### config.mk
export PLATFORM = sky130hd
export DESIGN_NAME = gray_step_monitor
export DESIGN_NICKNAME = d
export VERILOG_FILES = /design/src/rtl/gray_step_monitor_pkg.sv /design/src/rtl/gray_step_monitor_gray2bin.sv /design/src/rtl/gray_step_monitor.sv
export SDC_FILE = /design/constraint.sdc
export NUM_CORES = 1
export LEC_CHECK = 0
export CAP_MARGIN = 20
export CORE_MARGIN = 2
export CORE_UTILIZATION = 45
export DETAILED_ROUTE_END_ITERATION = 8
export GPL_TIMING_DRIVEN = 0
export HOLD_SLACK_MARGIN = 0.05
export PLACE_DENSITY_LB_ADDON = 0.1
export SLEW_MARGIN = 20
export SYNTH_ARGS = -nofsm -noshare
export SYNTH_HDL_FRONTEND = slang
export SYNTH_SLANG_ARGS = --single-unit
### constraint.sdc
create_clock -name clk -period 5.89 [get_ports clk]
set_input_delay 1.178 -clock clk [delete_from_list [all_inputs] [get_ports clk]]
set_output_delay 1.178 -clock clk [all_outputs]
set_load 0.05 [all_outputs]
### src/rtl/gray_step_monitor_pkg.sv
// Shared types for the Gray step monitor: FSM states and transition classes.
package gray_step_monitor_pkg;

    // Width of the consecutive-step counter; LOCK_CNT is limited to 1..15.
    localparam int unsigned RunW = 4;

    typedef enum logic [1:0] {
        StAcq    = 2'd0,
        StHunt   = 2'd1,
        StLocked = 2'd2
    } state_e;

    typedef enum logic [1:0] {
        ClsHold = 2'd0,
        ClsStep = 2'd1,
        ClsBad  = 2'd2
    } step_cls_e;

endpackage

### src/rtl/gray_step_monitor_gray2bin.sv
// Combinational Gray-to-binary decoder: each binary bit is the XOR of all Gray bits at or above it.
module gray_step_monitor_gray2bin #(
    parameter int unsigned WIDTH = 4
) (
    input  logic [WIDTH-1:0] gray,
    output logic [WIDTH-1:0] bin
);

    // Running XOR from the MSB down.
    always_comb begin
        logic acc;
        acc = 1'b0;
        bin = '0;
        for (int i = int'(WIDTH) - 1; i >= 0; i--) begin
            acc    = acc ^ gray[i];
            bin[i] = acc;
        end
    end

endmodule

### src/rtl/gray_step_monitor.sv
// Registers an upstream Gray count, decodes it, checks each transition is a legal +1 step,
// tracks lock, and counts wraps (while locked) and step errors (saturating).
module gray_step_monitor
    import gray_step_monitor_pkg::*;
#(
    parameter int unsigned WIDTH    = 4,
    parameter int unsigned LOCK_CNT = 4,
    parameter int unsigned ERR_CW   = 8,
    parameter int unsigned WRAP_CW  = 16
) (
    input  logic               clk,
    input  logic               rst_n,
    input  logic [WIDTH-1:0]   i_gray,
    output logic [WIDTH-1:0]   o_bin,
    output logic               o_bin_vld,
    output logic               o_locked,
    output logic               o_step_err,
    output logic               o_wrap,
    output logic [WRAP_CW-1:0] o_wrap_cnt,
    output logic [ERR_CW-1:0]  o_err_cnt
);

    logic [WIDTH-1:0]   g_q;
    logic               s_vld_q;
    logic [WIDTH-1:0]   g_prev_q;
    logic [WIDTH-1:0]   b_prev_q;
    logic [WIDTH-1:0]   b_cur;
    logic [WIDTH-1:0]   b_inc;
    logic               bin_vld_q;
    logic               is_wrap;
    step_cls_e          cls;

    state_e             state_q, state_d;
    logic [RunW-1:0]    run_q, run_d;
    logic [ERR_CW-1:0]  err_cnt_q, err_cnt_d;
    logic [WRAP_CW-1:0] wrap_cnt_q, wrap_cnt_d;
    logic               step_err_q, step_err_d;
    logic               wrap_q, wrap_d;

    gray_step_monitor_gray2bin #(
        .WIDTH (WIDTH)
    ) u_gray2bin (
        .gray (g_q),
        .bin  (b_cur)
    );

    // Input capture; s_vld_q marks that g_q holds a real sample rather than the reset value.
    always_ff @(posedge clk or posedge rst_n) begin
        if (rst_n) begin
            g_q     <= '0;
            s_vld_q <= 1'b0;
        end else begin
            g_q     <= i_gray;
            s_vld_q <= 1'b1;
        end
    end

    // Previous-sample registers; b_prev_q doubles as the o_bin output register.
    always_ff @(posedge clk or posedge rst_n) begin
        if (rst_n) begin
            g_prev_q  <= '0;
            b_prev_q  <= '0;
            bin_vld_q <= 1'b0;
        end else if (s_vld_q) begin
            g_prev_q  <= g_q;
            b_prev_q  <= b_cur;
            bin_vld_q <= 1'b1;
        end
    end

    // Classify current sample against the previous one (modular +1 in binary is a step).
    always_comb begin
        b_inc   = b_prev_q + WIDTH'(1);
        is_wrap = (b_prev_q == {WIDTH{1'b1}}) && (b_cur == '0);
        if (g_q == g_prev_q) begin
            cls = ClsHold;
        end else if (b_cur == b_inc) begin
            cls = ClsStep;
        end else begin
            cls = ClsBad;
        end
    end

    // Next-state logic for lock FSM, run/error/wrap counters and the 1-cycle pulses.
    always_comb begin
        state_d    = state_q;
        run_d      = run_q;
        err_cnt_d  = err_cnt_q;
        wrap_cnt_d = wrap_cnt_q;
        step_err_d = 1'b0;
        wrap_d     = 1'b0;
        if (s_vld_q) begin
            unique case (state_q)
                StAcq: begin
                    state_d = StHunt;
                end
                StHunt: begin
                    if (cls == ClsStep) begin
                        if (run_q == RunW'(LOCK_CNT - 1)) begin
                            state_d = StLocked;
                            run_d   = '0;
                        end else begin
                            run_d = run_q + RunW'(1);
                        end
                    end else if (cls == ClsBad) begin
                        run_d = '0;
                    end
                end
                StLocked: begin
                    if (cls == ClsBad) begin
                        state_d    = StHunt;
                        run_d      = '0;
                        step_err_d = 1'b1;
                        if (err_cnt_q != {ERR_CW{1'b1}}) begin
                            err_cnt_d = err_cnt_q + ERR_CW'(1);
                        end
                    end else if ((cls == ClsStep) && is_wrap) begin
                        wrap_d     = 1'b1;
                        wrap_cnt_d = wrap_cnt_q + WRAP_CW'(1);
                    end
                end
                default: begin
                    state_d = StAcq;
                    run_d   = '0;
                end
            endcase
        end
    end

    // State, counter and pulse registers; all update on the same edge as o_bin.
    always_ff @(posedge clk or posedge rst_n) begin
        if (rst_n) begin
            state_q    <= StAcq;
            run_q      <= '0;
            err_cnt_q  <= '0;
            wrap_cnt_q <= '0;
            step_err_q <= 1'b0;
            wrap_q     <= 1'b0;
        end else begin
            state_q    <= state_d;
            run_q      <= run_d;
            err_cnt_q  <= err_cnt_d;
            wrap_cnt_q <= wrap_cnt_d;
            step_err_q <= step_err_d;
            wrap_q     <= wrap_d;
        end
    end

    assign o_bin      = b_prev_q;
    assign o_bin_vld  = bin_vld_q;
    assign o_locked   = (state_q == StLocked);
    assign o_step_err = step_err_q;
    assign o_wrap     = wrap_q;
    assign o_wrap_cnt = wrap_cnt_q;
    assign o_err_cnt  = err_cnt_q;

endmodule
==> results.sh, run 1 <==
export IMPL_power_switching_mw=0.192
export IMPL_comb_power_share_pct=19.2
export IMPL_ir_drop_uv=112
export IMPL_status="finished, final reports clean"
export IMPL_pin_count=38
export IMPL_drv_cap=0
export IMPL_dp_cells=306
export IMPL_path_cells="inv_1 > ha_1 > clkdlybuf4s50_1"
export IMPL_synth_warnings=0
export IMPL_leakagePower_nw=1.25
export IMPL_critPathCaptureType="output pin"
export IMPL_timing_final_crit_period_ns=3.19
export IMPL_antenna_found_initial=0
export IMPL_wl_per_cell_um=13.4
export IMPL_path_max_fanout=10
export IMPL_grt_setup_unrepaired="false"
export IMPL_p_per_area_mw_per_mm2=246
export IMPL_grt_max_degree=28
export IMPL_dieWidth_um=74.5
export IMPL_synth_cell_type_count=41
export IMPL_synth_ff_type="dfrtp_1"
export IMPL_cts_setup_buffers=0
export IMPL_nets=261
export IMPL_netlist_area_mm2=0.00224
export IMPL_grt_pass1_vias=1605
export IMPL_synthTopCellsByArea="dfrtp_1 (50%), xnor2_1 (5.9%), xor2_1 (5.5%)"
export IMPL_initialDrtViolationCount=85
export IMPL_grt_pass1_wl_mm=7.25
export IMPL_fin_tns_setup_ns=0
export IMPL_yosys_area_top_type_share_pct=50.3
export IMPL_clk_pin_slew_worst_paths_ns=0.09
export IMPL_fin_area_mm2=0.00282
export IMPL_async_reset_ff_share_pct=100
export IMPL_synthCells=201
export IMPL_ant_nets=0
export IMPL_fmax_ghz=0.314
export IMPL_arrival_ns=2.01
export IMPL_critPathBufInv=2
export IMPL_start_kind="flop"
export IMPL_portBuffers=37
export IMPL_place_gp_congestion=0.789
export IMPL_first_pass_iters=4
export IMPL_worstSkewPairLatency_ns=0.30
export IMPL_cts_buffers=5
export IMPL_seqPwrFrac_pct=48.2
export IMPL_crit_family="buffers and inverters"
export IMPL_grt_ovfl_total=0
export IMPL_setup_viol=0
export IMPL_core_area_mm2=0.00475
export IMPL_slowest_stage="clkdlybuf4s50_1"
export IMPL_switching_share_pct=27.7
export IMPL_drv_slew=0
export IMPL_ys_top_cells_by_count="dfrtp_1 (45), nand2_1 (18), xnor2_1 (15), xor2_1 (14), nand4_1 (13)"
export IMPL_post_synth_cell_area_avg_um2=11.1
export IMPL_synth_seq_cells=45
export IMPL_worstPathRequired_ns=4.71
export IMPL_hold_viol=0
export IMPL_period_share_pct=54.1
export IMPL_hold_class="flop to flop"
export IMPL_synth_nets=216
export IMPL_synth_area_leader_cell="dfrtp_1"
export IMPL_num_rows=25
export IMPL_pwr_share_clk_pct=32.6
export IMPL_synth_edff_count=0
export IMPL_area_growth_pct=25.8
export IMPL_power_mw=0.693
export IMPL_chipHeight_um=74.5
export IMPL_holdBufCountCts=0
export IMPL_start_util_pct=47.1
export IMPL_fin_cells=313
export IMPL_holdWs_ns=0.474
export IMPL_htreeDepth=2
export IMPL_drive_gt1_share_pct=11.4
export IMPL_tightest_slew_ns=0.785
export IMPL_relSlewSlack_pct=47.2
export IMPL_worstSetupPathType="flop to output pin"
export IMPL_drt_wl_total_mm=4.21
export IMPL_dp_hpwl_mm=2.99
export IMPL_cts_root_buf="clkbuf_8"
export IMPL_antenna_cells=0
export IMPL_cts_resized=0
export IMPL_via_per_inst=5.28
export IMPL_finClkSkew_ns=0.00990
export IMPL_clk_path_buf_depth=2
export IMPL_clkSinkCount=45
export IMPL_p_int_mw=0.501
export IMPL_post_dp_cell_area_mm2=0.00271
export IMPL_cts_tree="done"
export IMPL_vias=1653
export IMPL_ys_seq_area_share_pct=50.3
export IMPL_dieArea_mm2=0.00555
export IMPL_grt_use_total_pct=17.1
export IMPL_synth_most_common_cell="dfrtp_1"
export IMPL_drc_errors=0
export IMPL_max_stage_delay_ns=0.87
kinds of logic after synthesis:
kind of cell | share of synthesized area, %
compound gates | 6.26
xor+xnor | 11.3
fa+ha+maj | 5.03
buf+inv | 2.91
flops | 50.3
mux | 4.47
other cells | 0.168
simple gates | 19.5
power by group through the flow:
| stage | clock, mW | sequential (mW) | combinational [mW] |
|---|---|---|---|
| 5_1_grt | 0.252 | 0.337 | 0.149 |
| 2_1_floorplan | 0 | 0.351 | 0.0871 |
| 4_1_cts | 0.235 | 0.334 | 0.134 |
| 3_3_place_gp | 0 | 0.340 | 0.130 |
| 6_report | 0.226 | 0.334 | 0.133 |
| 3_5_place_dp | 0 | 0.341 | 0.133 |
flip-flops by register name, indices dropped and copies added (netlist names):
signal      count
o_step_err      1
state_q         2
o_wrap_cnt     16
o_wrap          1
g_prev_q        4
g_q             4
o_bin_vld       1
run_q           4
o_bin           3
o_err_cnt       8
s_vld_q         1
routing by layer:
metal / global-route usage, % / share of wire [%] / vias to the layer above
met5: 0 / 0 / -
met4: 7.14 / 0.83 / 0
met3: 3.12 / 3.5 / 5
met2: 27.2 / 48 / 28
met1: 23.0 / 48 / 823
li1: - / - / 797
final cells by class:
class / count / area, um2
clock buffer: 5 / 68.8
tap: 67 / 83.8
sequential: 45 / 1130
buffer: 4 / 27.5
fill: 413 / 1940
inverter: 10 / 37.5
timing repair buffer: 38 / 390
multi-input combinational: 142 / 1050
clock inverter: 2 / 35.0
path summary, 6_finish.rpt:
kind                            startpoint             end  slack (ns)  cells after the start
max in group asynchronous            rst_n        run_q[1]        4.22                      3
worst max register to register      g_q[3]  o_wrap_cnt[15]        2.79                     12
worst min register to register   o_bin_vld       o_bin_vld        0.47                      1
min in group asynchronous            rst_n       o_bin_vld        1.19                      2
worst max-delay path            state_q[0]        o_locked        2.70                      3
worst min-delay path             o_bin_vld       o_bin_vld        0.47                      1
stage by stage:
| stage | setup WS (ns) | utilization [%] |
|---|---|---|
| 2_1_floorplan | 3.07 | - |
| 3_5_place_dp | 2.83 | 57.1 |
| 4_1_cts | 2.68 | 59.2 |
| 5_1_grt | 2.51 | 59.2 |
| 6_report | 2.70 | 59.2 |
| 3_3_place_gp | 2.69 | 56.6 |
cells in the final DEF, fill, tap and decap left out, types with 2 or more instances in the layout:
cell	instances
dfrtp_1	45
clkdlybuf4s50_1	37
nand2_1	18
xnor2_1	15
xor2_1	14
nand4_1	13
ha_1	9
inv_1	8
mux2_2	8
and3_1	7
nor3_1	7
nand3_1	5
clkbuf_8	5
nor2_1	4
o21ai_0	4
nand2b_1	3
and4_1	3
a21oi_1	3
or3_1	3
nor3b_1	2
nor4_2	2
a31oi_1	2
and2_1	2
o211ai_1	2
or2_2	2
o2bb2ai_1	2
inv_2	2
Note: power is estimated with default switching activity, not from simulation.
==> run 2: changes to the inputs <==
==> constraint.sdc (replaced) <==
create_clock -name clk -period 2.7 [get_ports clk]
set_input_delay 0.54 -clock clk [delete_from_list [all_inputs] [get_ports clk]]
set_output_delay 0.54 -clock clk [all_outputs]
set_load 0.05 [all_outputs]
==> run 2 against run 1 <==
First-iteration DRC count fell by 5.9%. Via count fell by 0.60%. Clock skew fell by 0.0058 ns. Hold slack better by 0.0042 ns. Count of clock-buffer cells in the layout rose by 1. Worst setup slack lost 2.6 ns. Sequential power up 120%. Critical path depth up 8. Non-clock buffer count increased by 7. Combinational power rose to 2.6 times the previous value. Routed wire length rose by 0.52%. Core utilization increased by 3.5 points. Critical endpoint is now o_wrap_cnt[10]. Largest power group unchanged. Highest routed layer unchanged.
==> results.sh, run 2 (same netlist as run 1, synthesis figures left out) <==
export IMPL_status="finished, final reports clean"
export IMPL_drv_slew=0
export IMPL_largest_reg_flops=16
export IMPL_leakagePower_nw=1.32
export IMPL_ir_drop_uv=317
export IMPL_nets=268
export IMPL_arrival_ns=2.81
export IMPL_drv_cap=0
export IMPL_fin_tns_setup_ns=0
export IMPL_path_max_fanout=8
export IMPL_setup_viol=0
export IMPL_clk_pin_slew_worst_paths_ns=0.08
export IMPL_relSlewSlack_pct=48.4
export IMPL_pin_count=38
export IMPL_ff_latch_area_mm2=0.00113
export IMPL_ff2ff_path_depth=11
export IMPL_nFillCells=405
export IMPL_hold_depth=1
export IMPL_finClkSkew_ns=0.00405
export IMPL_ant_nets=0
export IMPL_grt_pass1_vias=1531
export IMPL_via_per_inst=5.13
export IMPL_r2r_start="g_q[2]"
export IMPL_power_mw=1.49
export IMPL_cts_root_buf="clkbuf_8"
export IMPL_dieArea_mm2=0.00555
export IMPL_layout_common_cells="dfrtp_1 (45), clkdlybuf4s50_1 (37), nand2_1 (18), xor2_1 (14), xnor2_1 (14)"
export IMPL_antenna_cells=0
export IMPL_grt_max_degree=35
export IMPL_hold_start="o_wrap_cnt[15]"
export IMPL_vias=1643
export IMPL_initialDrtViolationCount=80
export IMPL_hold_viol=0
export IMPL_p_per_area_mw_per_mm2=501
export IMPL_drt_wl_total_mm=4.23
export IMPL_holdWs_ns=0.478
export IMPL_drive_gt1_share_pct=19.0
export IMPL_clkSinkCount=45
export IMPL_worstSkewPairLatency_ns=0.29
export IMPL_final_common_cell="dfrtp_1"
export IMPL_finalWorstSetupSlack_ns=0.112
export IMPL_fmax_ghz=0.386
export IMPL_place_ws_ns=-0.181
export IMPL_place_gp_congestion=0.792
export IMPL_clk_path_buf_depth=2
export IMPL_dieWidth_um=74.5
export IMPL_drc_errors=0
export IMPL_grt_pass1_wl_mm=7.11
export IMPL_period_share_pct=95.9
export IMPL_portBuffers=37
export IMPL_cts_buffers=5
export IMPL_critPathCaptureType="flop"
export IMPL_startpoint="g_q[2]"
export IMPL_start_util_pct=47.1
export IMPL_timing_final_crit_period_ns=2.59
export IMPL_worstPathRequired_ns=2.92
export IMPL_tightest_slew_ns=0.767
export IMPL_cts_tree="done"
export IMPL_grt_use_total_pct=16.6
export IMPL_first_pass_iters=4
export IMPL_multiInputGateArea_mm2=0.00117
export IMPL_wl_per_cell_um=13.2
export IMPL_antenna_found_initial=0
export IMPL_grt_ovfl_total=0
export IMPL_dp_hpwl_mm=2.99
export IMPL_worstSetupPathType="flop to flop"
export IMPL_hold_class="flop to flop"
export IMPL_num_rows=25
export IMPL_core_area_mm2=0.00475
export IMPL_area_growth_pct=33.3
export IMPL_holdBufCountCts=0
export IMPL_htreeDepth=2
export IMPL_start_kind="flop"
export IMPL_chipHeight_um=74.5
run 2: cell count changes in the layout (fill, tap and decap cells not counted), moves of 2 or more:
cell	change
inv_1	-2
ha_1	-2
nor3b_1	-2
nor3_2	+3
buf_4	+7
ha_4	+2
nor3_1	-3
nor3b_4	+2
run 2: final timing paths:
| path | endpoint | slack (ns) |
|---|---|---|
| max in group asynchronous | g_prev_q[1] | 1.74 |
| hold / removal | o_wrap_cnt[15] | 0.48 |
| setup / recovery | o_wrap_cnt[10] | 0.11 |
| hold reg to reg | o_wrap_cnt[15] | 0.48 |
| min in group asynchronous | o_bin[1] | 0.51 |
| setup reg to reg | o_wrap_cnt[10] | 0.11 |
run 2: critical path: stages, from the launching register on:
cell and delay [ns]:
dfrtp_1 0.37, inv_2 0.05, ha_4 0.30, xnor2_4 0.13
ha_4 0.23, nand2b_4 0.16, nor3b_4 0.24, o32ai_4 0.13
or3_4 0.35, buf_6 0.16, nor3_1 0.23, xor2_1 0.16
run 2: power breakdown:
group	switching, mW	leakage, nW	internal, mW
clock network	0.218	0.0433	0.202
logic	0.186	0.682	0.156
registers	0.0319	0.593	0.701
total	0.436	1.32	1.06
run 2: routing by layer:
metal	part of all wire [%]	vias up	global-route usage (%)
li1	-	817	-
met1	47	792	22.7
met2	48	28	26.2
met3	3.8	6	4.20
met4	1.4	0	5.36
met5	0	-	0
run 2: final cells by class:
cell class | count | share of cell area (%)
multi-input combinational | 142 | 39.2
sequential | 45 | 37.7
timing repair buffer | 45 | 14.8
tap | 67 | 2.81
clock buffer | 6 | 2.77
inverter | 10 | 1.51
buffer | 4 | 0.922
clock inverter | 1 | 0.252
run 2: through the flow:
stage	util [%]	area, um2	std cells
final	62.8	2980	320
after global routing	62.8	2980	320
after detailed placement	58.0	2760	306
after global placement	57.6	2740	305
after CTS	61.6	2930	318
after floorplan	-	2280	201
run 2: what timing repair did:
item / 4_1_cts / 5_1_grt
endpoints found under the setup margin: 18 / 25
buffers inserted: 5 / 2
gates cloned: 0 / 0
pin swaps: 9 / 3
gates resized for setup: 8 / 7
